File: src/rtl/mc_pkg.sv
// mc_pkg: shared types and encodings for the multi-cycle MIPS control unit.
// Holds the controller state enum, opcode/funct constants, the ALU function
// encoding and the datapath mux-select encodings.
package mc_pkg;

  localparam int unsigned OP_W     = 6;
  localparam int unsigned ALU_OP_W = 4;

  typedef enum logic [3:0] {
    S_FETCH, S_DECODE, S_MEM_ADR, S_MEM_RD, S_MEM_WB, S_MEM_WR, S_EXEC,
    S_ALU_WB, S_IMM_EXEC, S_IMM_WB, S_BRANCH, S_JUMP, S_JR, S_JAL
  } state_t;

  // Opcodes (instr[31:26])
  localparam logic [OP_W-1:0] OP_RTYPE = 6'b000000;
  localparam logic [OP_W-1:0] OP_J     = 6'b000010;
  localparam logic [OP_W-1:0] OP_JAL   = 6'b000011;
  localparam logic [OP_W-1:0] OP_BEQ   = 6'b000100;
  localparam logic [OP_W-1:0] OP_BNE   = 6'b000101;
  localparam logic [OP_W-1:0] OP_ADDI  = 6'b001000;
  localparam logic [OP_W-1:0] OP_SLTI  = 6'b001010;
  localparam logic [OP_W-1:0] OP_ANDI  = 6'b001100;
  localparam logic [OP_W-1:0] OP_ORI   = 6'b001101;
  localparam logic [OP_W-1:0] OP_LUI   = 6'b001111;
  localparam logic [OP_W-1:0] OP_LW    = 6'b100011;
  localparam logic [OP_W-1:0] OP_SW    = 6'b101011;

  // R-type funct codes (instr[5:0])
  localparam logic [OP_W-1:0] FN_JR  = 6'b001000;
  localparam logic [OP_W-1:0] FN_ADD = 6'b100000;
  localparam logic [OP_W-1:0] FN_SUB = 6'b100010;
  localparam logic [OP_W-1:0] FN_AND = 6'b100100;
  localparam logic [OP_W-1:0] FN_OR  = 6'b100101;
  localparam logic [OP_W-1:0] FN_NOR = 6'b100111;
  localparam logic [OP_W-1:0] FN_SLT = 6'b101010;

  // ALU function encoding
  localparam logic [ALU_OP_W-1:0] ALU_ADD = 4'd0;
  localparam logic [ALU_OP_W-1:0] ALU_SUB = 4'd1;
  localparam logic [ALU_OP_W-1:0] ALU_AND = 4'd2;
  localparam logic [ALU_OP_W-1:0] ALU_OR  = 4'd3;
  localparam logic [ALU_OP_W-1:0] ALU_SLT = 4'd4;
  localparam logic [ALU_OP_W-1:0] ALU_NOR = 4'd5;

  // pc source select
  localparam logic [1:0] PC_ALU_RESULT = 2'b00;
  localparam logic [1:0] PC_ALU_OUT    = 2'b01;
  localparam logic [1:0] PC_JUMP       = 2'b10;
  localparam logic [1:0] PC_REG        = 2'b11;

  // ALU B operand select
  localparam logic [1:0] SRCB_B      = 2'b00;
  localparam logic [1:0] SRCB_FOUR   = 2'b01;
  localparam logic [1:0] SRCB_IMM    = 2'b10;
  localparam logic [1:0] SRCB_IMM_SH = 2'b11;

  // register-file write address select
  localparam logic [1:0] DST_RT = 2'b00;
  localparam logic [1:0] DST_RD = 2'b01;
  localparam logic [1:0] DST_RA = 2'b10;

  // register-file write data select
  localparam logic [1:0] WB_ALU = 2'b00;
  localparam logic [1:0] WB_MEM = 2'b01;
  localparam logic [1:0] WB_IMM = 2'b10;
  localparam logic [1:0] WB_PC  = 2'b11;

  // immediate extend mode
  localparam logic [1:0] EXT_SIGN  = 2'b00;
  localparam logic [1:0] EXT_ZERO  = 2'b01;
  localparam logic [1:0] EXT_UPPER = 2'b10;

endpackage

File: src/rtl/mc_aludec.sv
// mc_aludec: R-type funct to ALU function decode used in EXEC.
// Ports:
//   i_funct   in  6  instr[5:0]
//   o_alu_op  out 4  ALU function (mc_pkg encoding), ADD for unknown funct
//   o_legal   out 1  funct is a supported ALU operation
module mc_aludec
  import mc_pkg::*;
(
  input  logic [OP_W-1:0]     i_funct,
  output logic [ALU_OP_W-1:0] o_alu_op,
  output logic                o_legal
);

  always_comb begin
    o_alu_op = ALU_ADD;
    o_legal  = 1'b1;
    case (i_funct)
      FN_ADD:  o_alu_op = ALU_ADD;
      FN_SUB:  o_alu_op = ALU_SUB;
      FN_AND:  o_alu_op = ALU_AND;
      FN_OR:   o_alu_op = ALU_OR;
      FN_SLT:  o_alu_op = ALU_SLT;
      FN_NOR:  o_alu_op = ALU_NOR;
      default: o_legal  = 1'b0;
    endcase
  end

endmodule

File: src/rtl/mc_controller.sv
// mc_controller: multi-cycle main control unit for the MIPS core. Sequences
// the shared memory, ALU and register file over 3-5 cycles per instruction
// and holds memory requests until mem_ready.
// Optional feature: define MC_JAL_EN to decode jal (op 000011); otherwise it
// is illegal and reg_dst=10 / wb_sel=11 are never driven.
// Ports:
//   clk, rst                    clock, async active-high reset
//   op, funct, zero, mem_ready  instruction fields, ALU zero, memory done
//   mem_req, iord, mem_write    memory request, address select, write
//   ir_write, pc_write, pc_src  instruction register / pc load and source
//   reg_write, reg_dst, wb_sel  register-file write controls
//   alu_srca, alu_srcb, alu_op  ALU operand selects and function
//   ext_op                      immediate extend mode
//   illegal                     one-cycle pulse on unsupported op/funct
//   retired                     completed-instruction counter
module mc_controller
  import mc_pkg::*;
#(
  parameter int unsigned RETIRED_W = 32
) (
  input  logic                 clk,
  input  logic                 rst,
  input  logic [OP_W-1:0]      op,
  input  logic [OP_W-1:0]      funct,
  input  logic                 zero,
  input  logic                 mem_ready,
  output logic                 mem_req,
  output logic                 iord,
  output logic                 mem_write,
  output logic                 ir_write,
  output logic                 pc_write,
  output logic [1:0]           pc_src,
  output logic                 reg_write,
  output logic [1:0]           reg_dst,
  output logic [1:0]           wb_sel,
  output logic                 alu_srca,
  output logic [1:0]           alu_srcb,
  output logic [ALU_OP_W-1:0]  alu_op,
  output logic [1:0]           ext_op,
  output logic                 illegal,
  output logic [RETIRED_W-1:0] retired
);

  state_t                r_state;
  state_t                w_next;
  logic                  w_retire;
  logic [RETIRED_W-1:0]  r_retired;
  logic [ALU_OP_W-1:0]   w_fn_alu_op;
  logic                  w_fn_legal;

  mc_aludec u_aludec (
    .i_funct  (funct),
    .o_alu_op (w_fn_alu_op),
    .o_legal  (w_fn_legal)
  );

  // State register and retired-instruction counter
  always_ff @(posedge clk or posedge rst) begin
    if (rst) begin
      r_state   <= S_FETCH;
      r_retired <= '0;
    end else begin
      r_state <= w_next;
      if (w_retire) r_retired <= r_retired + RETIRED_W'(1);
    end
  end

  assign retired = r_retired;

  // Next state and control decode; everything stays 0 while rst is high
  always_comb begin
    w_next    = r_state;
    w_retire  = 1'b0;
    mem_req   = 1'b0;
    iord      = 1'b0;
    mem_write = 1'b0;
    ir_write  = 1'b0;
    pc_write  = 1'b0;
    pc_src    = PC_ALU_RESULT;
    reg_write = 1'b0;
    reg_dst   = DST_RT;
    wb_sel    = WB_ALU;
    alu_srca  = 1'b0;
    alu_srcb  = SRCB_B;
    alu_op    = ALU_ADD;
    ext_op    = EXT_SIGN;
    illegal   = 1'b0;
    if (!rst) begin
      case (r_state)
        S_FETCH: begin
          mem_req  = 1'b1;
          alu_srcb = SRCB_FOUR;
          if (mem_ready) begin
            ir_write = 1'b1;
            pc_write = 1'b1;
            w_next   = S_DECODE;
          end
        end
        S_DECODE: begin
          // Branch target computed speculatively into alu_out
          alu_srcb = SRCB_IMM_SH;
          case (op)
            OP_LW, OP_SW:                      w_next = S_MEM_ADR;
            OP_RTYPE:                          w_next = (funct == FN_JR) ? S_JR : S_EXEC;
            OP_ADDI, OP_ANDI, OP_ORI, OP_SLTI: w_next = S_IMM_EXEC;
            OP_LUI:                            w_next = S_IMM_WB;
            OP_BEQ, OP_BNE:                    w_next = S_BRANCH;
            OP_J:                              w_next = S_JUMP;
`ifdef MC_JAL_EN
            OP_JAL:                            w_next = S_JAL;
`endif
            default: begin
              illegal = 1'b1;
              w_next  = S_FETCH;
            end
          endcase
        end
        S_MEM_ADR: begin
          alu_srca = 1'b1;
          alu_srcb = SRCB_IMM;
          w_next   = (op == OP_LW) ? S_MEM_RD : S_MEM_WR;
        end
        S_MEM_RD: begin
          mem_req = 1'b1;
          iord    = 1'b1;
          if (mem_ready) w_next = S_MEM_WB;
        end
        S_MEM_WB: begin
          reg_write = 1'b1;
          wb_sel    = WB_MEM;
          w_next    = S_FETCH;
          w_retire  = 1'b1;
        end
        S_MEM_WR: begin
          mem_req   = 1'b1;
          mem_write = 1'b1;
          iord      = 1'b1;
          if (mem_ready) begin
            w_next   = S_FETCH;
            w_retire = 1'b1;
          end
        end
        S_EXEC: begin
          alu_srca = 1'b1;
          alu_op   = w_fn_alu_op;
          if (w_fn_legal) begin
            w_next = S_ALU_WB;
          end else begin
            illegal = 1'b1;
            w_next  = S_FETCH;
          end
        end
        S_ALU_WB: begin
          reg_write = 1'b1;
          reg_dst   = DST_RD;
          w_next    = S_FETCH;
          w_retire  = 1'b1;
        end
        S_IMM_EXEC: begin
          alu_srca = 1'b1;
          alu_srcb = SRCB_IMM;
          case (op)
            OP_ANDI: begin alu_op = ALU_AND; ext_op = EXT_ZERO; end
            OP_ORI:  begin alu_op = ALU_OR;  ext_op = EXT_ZERO; end
            OP_SLTI: alu_op = ALU_SLT;
            default: alu_op = ALU_ADD;
          endcase
          w_next = S_IMM_WB;
        end
        S_IMM_WB: begin
          reg_write = 1'b1;
          // lui writes the upper-extended immediate directly
          if (op == OP_LUI) begin
            wb_sel = WB_IMM;
            ext_op = EXT_UPPER;
          end
          w_next   = S_FETCH;
          w_retire = 1'b1;
        end
        S_BRANCH: begin
          alu_srca = 1'b1;
          alu_op   = ALU_SUB;
          pc_src   = PC_ALU_OUT;
          pc_write = ((op == OP_BEQ) && zero) || ((op == OP_BNE) && !zero);
          w_next   = S_FETCH;
          w_retire = 1'b1;
        end
        S_JUMP: begin
          pc_write = 1'b1;
          pc_src   = PC_JUMP;
          w_next   = S_FETCH;
          w_retire = 1'b1;
        end
        S_JR: begin
          pc_write = 1'b1;
          pc_src   = PC_REG;
          w_next   = S_FETCH;
          w_retire = 1'b1;
        end
`ifdef MC_JAL_EN
        S_JAL: begin
          // Link and jump in the same cycle
          reg_write = 1'b1;
          reg_dst   = DST_RA;
          wb_sel    = WB_PC;
          pc_write  = 1'b1;
          pc_src    = PC_JUMP;
          w_next    = S_FETCH;
          w_retire  = 1'b1;
        end
`endif
        default: w_next = S_FETCH;
      endcase
    end
  end

endmodule

File: config.mk
export PLATFORM = sky130hd
export DESIGN_NAME = mc_controller
export DESIGN_NICKNAME = d
export VERILOG_FILES = /design/src/rtl/mc_pkg.sv /design/src/rtl/mc_aludec.sv /design/src/rtl/mc_controller.sv
export SDC_FILE = /design/constraint.sdc
export NUM_CORES = 1
export LEC_CHECK = 0
export CAP_MARGIN = 0
export CORE_UTILIZATION = 25
export DETAILED_ROUTE_END_ITERATION = 16
export PLACE_DENSITY = 0.45
export SYNTH_ARGS = -nofsm -noshare
export SYNTH_HDL_FRONTEND = slang
export SYNTH_SLANG_ARGS = --single-unit
File: constraint.sdc
create_clock -name clk -period 2.05 [get_ports clk]
set_input_delay 0.3075 -clock clk [delete_from_list [all_inputs] [get_ports clk]]
set_output_delay 0.3075 -clock clk [all_outputs]
set_load 0.03 [all_outputs]
[Yosys cells after proc, flatten, opt, wreduce, memory -nomap -nowiden]
Index checks and enable logic that the tools add are counted.
Storage, ports and cells
  bits in registers: 36
  bits in latches: 0
  bits in writable memories: 0
  bits in read-only memories: 0
  input bits: 16
  output and inout bits: 54
  logic and storage cells: 102
  memories kept: 0
Cells by class
  add/subtract/negate cells: 1
  multipliers: 0
  divide/modulo/power cells: 0
  order comparisons: 0
  equal/unequal tests: 32
  shifts and indexed selects: 0
  mux-type cells: 46
  bitwise operators: 1
  reductions and logical operators: 20
Operators by type and width (count)
  == test 6 bit (second input constant): 8
  == test 6 x 4 -> 1 bit (second input constant): 6
  adder 32 x 1 -> 32 bit (second input constant): 1
  case mux 4 bit (7 select lines): 1
  case mux 4 bit (6 select lines): 1
  2-to-1 mux 1 bit: 22
  == test 4 bit (second input constant): 5
  2-to-1 mux 4 bit: 5
  == test 4 x 3 -> 1 bit (second input constant): 4
  case mux 3 bit (5 select lines): 1
  == test 6 x 3 -> 1 bit (second input constant): 2
  case mux 2 bit (3 select lines): 2
  case mux 4 bit (3 select lines): 1
  OR reduction 2 bit: 6
  OR reduction 6 bit: 2
  OR reduction 11 bit: 1
  2-to-1 mux 2 bit: 5
  case mux 3 bit (3 select lines): 1
  == test 4 x 2 -> 1 bit (second input constant): 2
  case mux 2 bit (2 select lines): 2
  OR reduction 4 bit: 2
  == test 6 x 2 -> 1 bit (second input constant): 1
  zero test 6 bit: 1
  2-to-1 mux 3 bit: 2
  other kinds (11): 16

[Longest topological paths before layout]
Gate-level depths: netlist of run 1.
  word-level depth: 6
  depth in mapped cells: 7
  gate-level depth less buffers: 5

[Hierarchy]
A second synthesis of run 1 with hierarchy kept.
Second synthesis, totals
  cell total of the unflattened synthesis: 289
  area, all modules: 2499.9 um^2
By module, submodules not included
  mc_controller: times used 1, cells an instance 274, area an instance 2383.5 um^2, seq. area each 900.9 um^2
  mc_aludec: times used 1, cells an instance 15, area an instance 116.4 um^2, seq. area each 0.0 um^2

[Worst setup path after synthesis of run 1]
No wires, ideal clock.
  path kind: input-to-output
  start: input rst
  end: output ext_op[1]
  data arrival time: 2.387 ns
  required time: 1.742 ns
  slack: -0.645 ns
  stages: 4
  buffers on the path: 1
  cell sequence: clkbuf_1 inv_1 nand2_1 nor4_1
Between the ends
  longest elaborated chain between the ends: 1
RTL lines
  start, declared: RTL line mc_controller.sv:22  | input logic rst,
  2-to-1 mux 2 bit: RTL line mc_controller.sv:88  | if (!rst) begin
  end, declared: RTL line mc_controller.sv:39  | output logic [1:0] ext_op,
Every way passes these cells.

[Worst setup path after layout of run 1]
  start: register r_state[0]
  end: output alu_op[0]
Between the ends
  longest elaborated chain between the ends: 3
  elaborated cells on any way between the ends: 5
  classes of those cells: eq/ne: 3; mux: 2
RTL lines
  start, declared: RTL line mc_controller.sv:44  | state_t r_state;
  start signal, assigned: RTL line mc_controller.sv:63  | r_state <= w_next;
  == test 4 bit / == test 4 x 3 -> 1 bit (equally long branches): RTL line mc_controller.sv:89  | case (r_state)
  case mux 4 bit (3 select lines) (*): RTL line mc_controller.sv:89
  2-to-1 mux 4 bit (*): RTL line mc_controller.sv:88
  end, declared: RTL line mc_controller.sv:38  | output logic [ALU_OP_W-1:0] alu_op,
Mark *: on every way between the ends. The rest lies on a longest branch, timed or not.

==> summary.txt, run 1 <==
Worst setup path
  • RR Startpoint: r_state[0]
  • Critical path's slowest cell: dfrtp_2
  • CP Max Fanout: 5
  • Crit path depth: 7
  • CP Cell Sequence: buf_6, nand2b_4, nor4_4, buf_4, a21oi_2, a21oi_1, buf_4
  • Reg2Reg Depth: 8
  • CP Class: reg -> out
  • CP most frequent cell: buf_4
  • CP Launch Type: flop
  • CP Buf/Inv Count: 3
  • Cell family with most CP delay: buffers and inverters
  • Slowest cell delay on critical path: approximately 450 ps
  • Worst Path Arrival: 1770 ps
  • Crit path capture type: output pin
  • Reg-to-reg slack, setup: about 60 ps
  • CP required: about 1700 ps
  • Reg2Reg Capture Point: retired[6]

Timing
  • Max Fclk: 480 MHz
  • Ratio of final minimum period to clock period: 102%
  • RSZ-0062 raised after global routing: true
  • Worst setup margin: -32.5 ps
  • Max Slew Vio Count: 0
  • Final Hold Fails: 0
  • Final Setup Violations: 2
  • Clock Skews: between 6 and 7 ps
  • Tmin final: between 2000 and 2500 ps

GRT
  • Vias in the first global route: 2435
  • Total global-route track usage: between 10 and 15%
  • Number of antenna violations at the first check in global routing: 0
  • First-pass GRT wire length: between 10000 and 15000 µm
  • Global route overflow: 0
  • Largest net degree at the start of global routing: 37

Clock tree
  • # H-tree levels: 2
  • CTS Buf Count: 5
  • Clk buf depth: 2
  • Hold-fix buffers, CTS: 0
  • Skew-Pair Late Insertion Delay: a little under 300 ps
  • Num Clock Sinks: 36
  • CTS tree: done
  • Clock transition at path regs: around 80 ps
  • Root Buffer: clkbuf_8

Drt
  • Drt total wl: ~7400 µm
  • Remaining DRCs: 0
  • ANT nets after route: 0
  • DRT Pass-1 Iters: 4
  • Vias per cell: between 4 and 5
  • Routed via count: 2506
  • Per-cell routed wire length: 13.7 µm
  • Initial drt markers: 65

Place
  • Post-DP HPWL: 5620 µm
  • Dpl cell area: roughly 3600 µm²
  • # port buffers: 67
  • Final RePlAce weighted congestion: 0.826
  • Dpl ws: -205 ps

Logic synthesis
  • Top cell type's share of synthesized area: around 36%
  • Top-count cell post-synth: dfrtp_1
  • Number of synthesized flops with an enable pin: 0
  • Prevailing post-synth register cell: dfrtp_1
  • Netlist cell types: 53
  • Avg Cell Area, Syn: between 8 and 9 µm²
  • Synth top area cells: dfrtp_1 (36%), xor2_1 (6.0%), xnor2_1 (5.7%), nor3_1 (4.4%), nor2_1 (4.2%)
  • Largest area contributor in the synthesized netlist: dfrtp_1
  • Ys Warns: 0
  • #FFs+latches synth: 36
  • Async S/R FF share, synth: between 90% and 100%
  • Post-Synthesis Cells: 290
  • Syn Std Cell Area: approximately 2500 µm²
  • Post-synth top cells: dfrtp_1 (36), nor2_1 (28), nand2_1 (24)
  • Sequential area share after synthesis: around 36%

Floorplanning
  • Io pins: 70
  • Chip Width: 102 µm
  • Num rows: 35
  • Core box area: approximately 9400 µm²
  • Initial Util: between 20% and 30%
  • Die Area: between 10000 and 15000 µm²
  • Die Ht: ~100 µm

Cells and area
  • Share of layout cells above drive strength 1: between 30 and 40%
  • Synth-to-Final Area Change: 60.9%
  • Layout Nets: around 430
  • N_diodes: 0
  • Fin area: about 4000 µm²

Run status
  • Failing checks: negative setup slack
  • Status: finished with violations

Flow run
  • Max-Cap Viols: 0

Worst hold path
  • Worst min-delay path class: in -> async

Power
  • PwrDens: 631 nW/µm²
  • Peak VDD IR: between 0.0003 and 0.0004 V
  • Leakage: about 1.8 nW
[cell usage in the layout, fill, tap and decap left out, types with 9 or more instances in the layout]
cell type	instances
nand2_1	22
buf_4	67
o21ai_0	13
dfrtp_1	31
xor2_1	17
xnor2_1	16
buf_6	12
nor2_1	23
inv_1	9
nor3_1	16
nand3_1	11
clkdlybuf4s50_1	37
[stage by stage]
stage	total power, mW	utilization, %	std cells	hold slack, ps	setup TNS [ps]
6_report	2.52	42.3	540	445	-44.6
5_1_grt	2.66	42.3	540	496	-349
4_1_cts	2.50	40.9	536	475	-109
3_5_place_dp	1.88	38.4	522	462	-3540
3_3_place_gp	1.88	38.4	522	465	-3190
2_1_floorplan	1.39	-	291	504	-0.869
[how the worst max path moves through the flow]
stage                from           to  slack (ps)
3_3_place_gp     funct[2]   r_state[1]        -170
6_report       r_state[0]    alu_op[0]         -30
5_1_grt        r_state[0]    alu_op[2]        -130
4_1_cts        r_state[0]    alu_op[0]         -70
3_5_place_dp     funct[2]   r_state[1]        -200
2_1_floorplan  r_state[1]  alu_srcb[0]        -0.9
[repair_timing]
action / 4_1_cts / 5_1_grt
pin swaps: 11 / 12
gates resized for setup: 35 / 30
setup endpoints to repair: 14 / 32
setup buffers: 6 / 4
gates cloned: 0 / 0
[worst reg2reg max path, stage by stage, from the launching register on]
cell     delay, ps
dfrtp_2        450
buf_4          150
buf_4          160
or2b_1         220
a31o_2         300
nor4b_4        140
buf_4          160
nor3b_1        140
xor2_1         140
[logic make-up after synthesis]
logic type | share of synthesized area [%]
buffers and inverters | 4.65
multiplexers | 1.31
AO/OA/AOI/OAI | 11.7
other | 0.151
adder cells (fa/ha/maj) | 0.505
AND/OR/NAND/NOR | 33.6
XOR/XNOR | 11.7
flip-flops | 36.4
[final cells by class]
class	instances	area, µm²
Multi-Input combinational cell	228	1650
Clock inverter	3	18.8
Fill cell	966	5430
Tap cell	129	161
Timing Repair Buffer	129	1140
Inverter	10	41.3
Sequential cell	36	907
Clock buffer	5	68.8
[flip-flops by register name, summed over array words and instances, names as in the netlist]
name and flops:
retired 32, r_state 4
[routing by layer]
layer,track usage [%],routed length [µm],share of wire [%],up-vias
met5,0,0,0,-
met4,2.68,52,0.70,0
met3,2.07,234,3.2,4
met2,24.1,3360,46,60
met1,20.9,3740,51,1175
li1,-,-,-,1267
[power by group]
| part | internal (mW) | switching (mW) | leakage [nW] |
|---|---|---|---|
| clock | 0.237 | 0.261 | 0.0479 |
| combinational | 0.566 | 0.633 | 1.24 |
| sequential | 0.753 | 0.0661 | 0.470 |
(Power assumes the default switching activity.)
==> run 2, diff against run 1 <==
Settings changed: TNS_END_PERCENT from default to 20.
==> run 2 against run 1 <==
Net effect: clock-buffer cell count up 2; flip-flop and latch count is the same; largest cell class unchanged; cell area decreased by 0.60%; largest power group unchanged; power up 10%; clock skew increased by 2.9 ps; sequential share of layout area is 0.11 points higher; clock power increased by 38%; worst setup slack got worse by 15 ps; critical endpoint is now alu_op[1]; non-clock buffer count decreased by 3; core utilization shrank 0.25 points; the run still ends with negative setup slack left.
==> summary.txt, run 2 (same netlist as run 1, synthesis figures left out) <==
Worst setup path
  • CP Max Fanout: 5 (unchanged)
  • CP required: 1740 ps (about the same)
  • Crit path capture type: output pin
  • Worst Path Arrival: 1790 ps (+20 ps)
  • Critical path's slowest cell: dfrtp_2
  • CP most frequent cell: nor2_1
  • CP Class: reg -> out
  • CP Cell Sequence: buf_12, nor2_4, nand4_1, nor4b_2, nor2_1, nor2_1, buf_4
  • Slowest cell delay on critical path: 450 ps (about the same)
  • CP Launch Type: flop

Clock tree
  • Skew-Pair Late Insertion Delay: 290 ps (about the same)
  • CTS tree: done
  • Hold-fix buffers, CTS: 0 (unchanged)
  • CTS Buf Count: 5 (unchanged)
  • Num Clock Sinks: 36 (unchanged)
  • Clk buf depth: 2 (unchanged)
  • Root Buffer: clkbuf_8
  • Clock transition at path regs: 80 ps (about the same)
  • # H-tree levels: 2 (unchanged)

GRT
  • Global route overflow: 0 (unchanged)
  • Vias in the first global route: 2337 (-4.0%)
  • Largest net degree at the start of global routing: 37 (unchanged)
  • Number of antenna violations at the first check in global routing: 0 (unchanged)
  • First-pass GRT wire length: 11600 µm (-4.1%)
  • Total global-route track usage: 14.3% (-0.48 points)

Floorplanning
  • Io pins: 70 (unchanged)
  • Core box area: 9420 µm² (unchanged)
  • Initial Util: 26.3% (unchanged)
  • Die Area: 10300 µm² (unchanged)
  • Die Ht: 102 µm (unchanged)
  • Chip Width: 102 µm (unchanged)
  • Num rows: 35 (unchanged)

Flow run
  • Max-Cap Viols: 0 (unchanged)

Place
  • Final RePlAce weighted congestion: 0.782 (-5.3%)
  • Dpl cell area: 3570 µm² (-1.5%)
  • Placed Cells: 515 (-1.3%)
  • Dpl ws: -220 ps (-15.6 ps)
  • # port buffers: 67 (unchanged)
  • Post-DP HPWL: 5420 µm (-3.7%)

Cells and area
  • N_diodes: 0 (unchanged)
  • Most common cell after layout, fill and taps aside: buf_4
  • Commonest non-fill, non-tap cells in the layout: buf_4 (70), clkdlybuf4s50_1 (43), dfrtp_1 (32), nor2_1 (23), nand2_1 (22)
  • Synth-to-Final Area Change: 60.0%
  • Fin area: 3960 µm² (-0.60%)
  • Layout Nets: 424 (-0.70%)
  • Max FFs per register: 32 (unchanged)
  • Util after Layout: 42.1% (-0.25 points)
  • Share of layout cells above drive strength 1: 30.6% (-2.0 points)
  • Fillers: 964 (-0.21%)
  • Final std cells w/o fill: 537 (-0.56%)

Timing
  • Max Fclk: 477 MHz (-0.72%)
  • Tmin final: 2100 ps (+15.0 ps)
  • WHS: 471 ps (+26.2 ps)
  • Worst setup margin: -47.5 ps (-15.0 ps)
  • Final Hold Fails: 0 (unchanged)
  • Clock Skews: 9.66 ps (+2.86 ps)
  • Ratio of final minimum period to clock period: 102% (+0.73 points)
  • RSZ-0062 raised after global routing: true
  • Final Setup Violations: 3 (+1)
  • Max Slew Vio Count: 0 (unchanged)
  • Setup TNS: -94.8 ps (-50.2 ps)

Drt
  • Routed wl met2: 3400 µm (+1.1%)
  • Routed via count: 2517 (+0.44%)
  • Vias per cell: 4.69 (+1.0%)
  • Remaining DRCs: 0 (unchanged)
  • Drt total wl: 7250 µm (-1.8%)
  • Highest metal layer with signal wires: met4
  • Initial drt markers: 88 (+35%)
  • Met3 wire len: 247 µm (+5.6%)
  • ANT nets after route: 0 (unchanged)
  • Per-cell routed wire length: 13.5 µm (-1.2%)
  • Post-Route M1 WL: 3490 µm (-6.7%)
  • DRT Pass-1 Iters: 5 (+1)

Run status
  • Status: finished with violations
  • Failing checks: negative setup slack

Power
  • Peak VDD IR: 0.000318 V (-16%)
  • Leakage: 1.71 nW (-3.0%)
  • Overall Power: 2.77 mW (+10%)
  • PwrDens: 699 nW/µm² (+11%)

Worst hold path
  • Worst min-delay path class: reg -> reg
## run 2: per-layer routing
layer / up-vias / global-route usage [%]
li1: 1264 / -
met1: 1191 / 19.7
met2: 54 / 22.8
met3: 8 / 3.04
met4: 0 / 3.34
met5: - / 0
## run 2: worst max-delay path, delay by kind of cell (launching register included)
family	cells	cell delay, ps
DFF	1	450
and+or+nand+nor	5	760
buffers and inverters	2	320
## run 2: repair_timing
action	in CTS	in global routing
gates cloned	0	2
pin swaps	1	7
setup buffers	0	12
endpoints found under the setup margin	11	27
resized for setup	18	27
## run 2: area by class of cell
type                            count  area [µm²]  share of cell area (%)
Clock buffer                        7        96.3                    2.43
Tap cell                          129         161                    4.07
Clock inverter                      1        30.0                   0.758
Multi-Input combinational cell    228        1590                    40.2
Sequential cell                    36         906                    22.9
Inverter                           10        41.3                    1.04
Timing Repair Buffer              126        1130                    28.6
## run 2: worst paths after layout
kind / startpoint / to / slack (ps) / cells past startpoint
min in group asynchronous: rst / retired[24] / 780 / 4
worst min register to register: retired[31] / retired[31] / 470 / 1
worst max-delay path: r_state[0] / alu_op[1] / -50 / 7
max in group asynchronous: rst / r_state[3] / 920 / 4
worst min-delay path: retired[31] / retired[31] / 470 / 1
worst max register to register: r_state[0] / retired[6] / 100 / 8
## run 2: where the power goes
group | internal [mW] | switching, mW
Clock | 0.429 | 0.257
Combinational | 0.634 | 0.638
Sequential | 0.753 | 0.0596
